$ cat config.mk
export PLATFORM = sky130hd
export DESIGN_NAME = pipe_stall_ctrl
export DESIGN_NICKNAME = d
export VERILOG_FILES = /design/src/rtl/pipe_stall_ctrl.sv
export SDC_FILE = /design/constraint.sdc
export NUM_CORES = 1
export LEC_CHECK = 0
export ABC_AREA = 1
export CAP_MARGIN = 20
export CORE_ASPECT_RATIO = 1.2
export CORE_MARGIN = 2
export CORE_UTILIZATION = 43
export CTS_CLUSTER_SIZE = 16
export DETAILED_ROUTE_END_ITERATION = 16
export PLACE_DENSITY = 0.81
export REMOVE_ABC_BUFFERS = 1
export SKIP_LAST_GASP = 1
export SYNTH_ARGS = -nofsm -noshare
export SYNTH_HDL_FRONTEND = slang
export SYNTH_SLANG_ARGS = --single-unit
$ cat constraint.sdc
create_clock -name clk -period 1.7 [get_ports clk]
set_clock_uncertainty 0.1 [all_clocks]
set_input_delay 0.17 -clock clk [delete_from_list [all_inputs] [get_ports clk]]
set_output_delay 0.17 -clock clk [all_outputs]
set_load 0.01 [all_outputs]
$ cat src/rtl/pipe_stall_ctrl.sv
// Central stall/bubble/flush controller: tracks per-port memory service within a
// pipeline step, drives per-register load enables and valid bits, counts stalls.
module pipe_stall_ctrl #(
  parameter int STAGES      = 5,
  parameter int PORTS       = 2,
  parameter int HAZ_STAGE   = 1,
  parameter int FLUSH_STAGE = 3,
  parameter int CNT_W       = 16
) (
  input  logic               clk,
  input  logic               rst_n,
  input  logic [PORTS-1:0]   need,
  input  logic [PORTS-1:0]   resp,
  output logic [PORTS-1:0]   port_req,
  input  logic               hazard,
  input  logic               flush,
  input  logic               clr_cnt,
  output logic               advance,
  output logic [STAGES-1:0]  stage_load,
  output logic [STAGES-1:0]  stage_valid,
  output logic [CNT_W-1:0]   stall_cnt
);

  if (HAZ_STAGE < 0 || HAZ_STAGE > STAGES - 2) begin : g_bad_haz_stage
    $error("pipe_stall_ctrl: HAZ_STAGE out of range");
  end
  if (FLUSH_STAGE < 0 || FLUSH_STAGE > STAGES - 2) begin : g_bad_flush_stage
    $error("pipe_stall_ctrl: FLUSH_STAGE out of range");
  end

  logic [PORTS-1:0]  done;
  logic [PORTS-1:0]  done_nxt;
  logic [PORTS-1:0]  port_ok;
  logic [STAGES-1:0] valid_nxt;
  logic              hazard_eff;
  logic              cnt_inc;

  // A port is satisfied if it is idle, already serviced, or answering right now.
  assign port_ok    = ~need | done | resp;
  assign advance    = &port_ok;
  assign port_req   = need & ~done;
  assign hazard_eff = hazard & ~flush;
  assign cnt_inc    = ~advance | hazard_eff;

  always_comb begin
    done_nxt = '0;
    if (!advance) begin
      done_nxt = done | (need & resp);
    end
  end

  always_comb begin
    stage_load = '0;
    for (int i = 0; i < STAGES; i++) begin
      stage_load[i] = advance & ~(hazard_eff & (i <= HAZ_STAGE));
    end
  end

  // Flush wins over hazard; the hazard case holds the front and inserts a bubble.
  always_comb begin
    valid_nxt = stage_valid;
    if (advance) begin
      valid_nxt[0] = 1'b1;
      for (int i = 1; i < STAGES; i++) begin
        valid_nxt[i] = stage_valid[i-1];
      end
      if (flush) begin
        for (int i = 1; i <= FLUSH_STAGE + 1; i++) begin
          valid_nxt[i] = 1'b0;
        end
      end else if (hazard) begin
        for (int i = 0; i <= HAZ_STAGE; i++) begin
          valid_nxt[i] = stage_valid[i];
        end
        valid_nxt[HAZ_STAGE+1] = 1'b0;
      end
    end
  end

  always_ff @(posedge clk or negedge rst_n) begin
    if (!rst_n) begin
      done        <= '0;
      stage_valid <= STAGES'(1);
    end else begin
      done        <= done_nxt;
      stage_valid <= valid_nxt;
    end
  end

  always_ff @(posedge clk or negedge rst_n) begin
    if (!rst_n) begin
      stall_cnt <= '0;
    end else if (clr_cnt) begin
      stall_cnt <= '0;
    end else if (cnt_inc && (stall_cnt != {CNT_W{1'b1}})) begin
      stall_cnt <= stall_cnt + CNT_W'(1);
    end
  end

endmodule

==> impl_metrics.py <==
metrics = {
    "outcome": {
        "status": "finished, final reports clean",
    },
    "layout": {
        "n_antenna_cell": 0,
        "final_nets": 263,
        "post-route-util_pct": 67.4,
        "design_area_sq_mm": 0.00206,
        "syn_to_final_growth_pct": 50.7,
        "drive_gt1_share_pct": 22.6,
    },
    "die": {
        "core_sq_mm": 0.00306,
        "die_y_um": 65.8,
        "num_rows": 22,
        "initial_core_util_pct": 44.8,
        "die-area_sq_mm": 0.00365,
        "fp.dieW_um": 55.5,
        "pin_count": 38,
    },
    "timing": {
        "setup_slack_ps": 26.4,
        "fmax_mhz": 598,
        "rsz0062_at_grt": "true",
        "setup_viol_count_final": 0,
        "worst_pin_slew_ps": 290,
        "slew_viol_final": 0,
        "final_hold_viol_count": 0,
        "fin_crit_sh_pct": 98.4,
        "whs_ps": 77.1,
        "period_minus_slack_ps": 1670,
        "tns_ps": 0,
        "slew_headroom_pct": 80.7,
    },
    "worst_setup_path": {
        "path_class": "flop to primary output",
        "slowest_delay_ps": 520,
        "required_ps": 1430,
        "cp.arrival_ps": 1400,
        "critical-path-top-delay-family": "buffers and inverters",
        "path_buf_inv": 2,
        "cp_max_fo": 4,
        "crit_slowest_cell": "clkdlybuf4s50_1",
        "crit_path_start_kind": "flop",
        "cp-end-kind": "primary output",
        "worstPathCellList": "buf_4 > clkdlybuf4s50_1",
    },
    "drt": {
        "drtIter0Drc": 53,
        "ant_nets": 0,
        "drc": 0,
        "vias": 1408,
        "drtPass1Iterations": 4,
        "avgRoutedWirePerCell_um": 11.8,
        "vias_per_cell": 4.89,
        "routed_wirelength_um": 3390,
    },
    "global_routing": {
        "gr-usage-met1_pct": 23.7,
        "grt_pass1_vias": 1348,
        "top_usage_layer": "met2",
        "grt_pass1_wl_um": 5690,
        "grt_overflow_total": 0,
        "grt_max_degree": 24,
        "grtUsageMet3_pct": 3.33,
        "grt_use_total_pct": 19.6,
        "use_met2_pct": 34.1,
        "antenna_found_initial": 0,
    },
    "synth": {
        "ys_top_cells_by_count": "nand2_1, dfrtp_1, nor2_1",
        "synth_edf_count": 0,
        "synth.most_common_cell": "nand2_1",
        "synth_top_area_cell": "dfrtp_1",
        "postSynthCellCount": 183,
        "ys_top_cells_by_area": "dfrtp_1, nand2_1, nor2_1",
        "synthArstFlopShare_pct": 100,
        "seq_area_frac_synth_pct": 42.2,
        "syn-cell-area_sq_mm": 0.00137,
        "netlist.area_leader.share_pct": 40.3,
        "ys.flop_type": "dfrtp_1",
        "yosysUniqueCellTypes": 23,
        "yosys_warnings": 0,
        "syn_avg_cell_area_sq_um": 7.47,
        "ys_ff_latch": 23,
    },
    "place": {
        "gp_congestion": 0.800,
        "placed_area_sq_mm": 0.00194,
        "port_buffers": 37,
        "pre_cts_slack_ps": -172,
        "hpwl_um": 2480,
    },
    "pwr": {
        "leakagePower_nw": 0.983,
        "pwr_density_cell_mw_per_mm2": 524,
        "irDropWorstVdd_uv": 363,
    },
    "clock_network": {
        "clk_latency_ps": 320,
        "cts_root_buf": "clkbuf_4",
        "cts_buffers": 3,
        "cts_tree": "done",
        "htree_levels": 1,
        "clock_sinks": 23,
        "clockBufferDepth": 2,
        "clkTransAtPathRegs_ps": 130,
    },
    "worst_hold_path": {
        "holdCritPathClass": "primary input to async pin",
    },
    "run": {
        "drv_cap": 0,
    },
}
[timing repair]
action                                  in CTS  in global routing
gates resized for setup                     10                 10
hold buffers                                 0                  0
cloned                                       1                  0
setup buffers                                0                  7
endpoints found under the setup margin      15                 21
pin swaps                                    1                 13
[placed cells by master, fill, tap and decap left out, types with 4 or more instances in the layout]
cell type / synthesis / layout
nand2_2: 2 / 4
buf_4: 4 / 33
dfrtp_1: 22 / 21
dlygate4sd2_1: 0 / 7
nand3_1: 12 / 12
xor2_1: 5 / 5
clkdlybuf4s50_1: 0 / 29
nor2_1: 21 / 19
nand4_1: 10 / 10
inv_1: 19 / 18
o21ai_0: 5 / 5
nand2_1: 59 / 56
nor2_4: 3 / 5
[cell families after synthesis]
family / count (synthesis) / synth area share [%]
compound gates: 16 / 6.68
simple gates: 112 / 37.7
xor+xnor: 5 / 3.20
fa+ha+maj: 1 / 0.915
buf+inv: 26 / 9.33
flops: 23 / 42.2
[worst reg2reg max path, cell delays in order, from the launching register on]
cell and delay, ps:
dfrtp_1 410, ha_4 150, nand2_2 70, nor2_4 120, nand2_2 80, nor2_4 110
nor2_4 60, buf_12 140, nor2_4 180, nand2_1 80, nand2_1 60
[registers in the layout, indices dropped and copies added, names as in the netlist]
signal	flops
done	2
stage_valid	5
stall_cnt	16
[final timing paths]
path | slack (ps) | start | depth (start not counted) | endpoint
max | 30 | stall_cnt[1]$_DFFE_PN0P_ | 2 | stall_cnt[1]
min | 80 | rst_n | 2 | stall_cnt[7]$_DFFE_PN0P_
max reg2reg | 90 | stall_cnt[1]$_DFFE_PN0P_ | 10 | stall_cnt[12]$_DFFE_PN0P_
min reg2reg | 430 | stage_valid[0]$_DFFE_PN1P_ | 2 | stage_valid[0]$_DFFE_PN1P_
max in group asynchronous | 1150 | rst_n | 2 | stage_valid[0]$_DFFE_PN1P_
min in group clk | 370 | need[0] | 3 | done[0]$_DFF_PN0_
[layer usage]
layer,vias up,part of all wire [%]
met2,48,48
met3,7,6.7
li1,722,-
met5,-,0
met4,0,2.2
met1,631,43
[cell type report]
type | count | area (sq um)
Clock buffer | 3 | 22.5
Clock inverter | 1 | 5.00
Multi-Input combinational cell | 135 | 709
Sequential cell | 23 | 578
Inverter | 19 | 71.3
Tap cell | 36 | 45.0
Fill cell | 260 | 995
Timing Repair Buffer | 71 | 629
[power by group]
group          internal (mW)  switching (mW)
registers              0.561          0.0102
logic                  0.126           0.121
clock network         0.0883           0.173
total                  0.776           0.304
[per-stage QoR]
step | std cells | total power, mW
6_report | 288 | 1.08
5_1_grt | 288 | 1.14
4_1_cts | 281 | 1.07
3_5_place_dp | 276 | 0.816
3_3_place_gp | 276 | 0.812
2_1_floorplan | 176 | 0.662
Note: power is estimated with default switching activity, not from simulation.
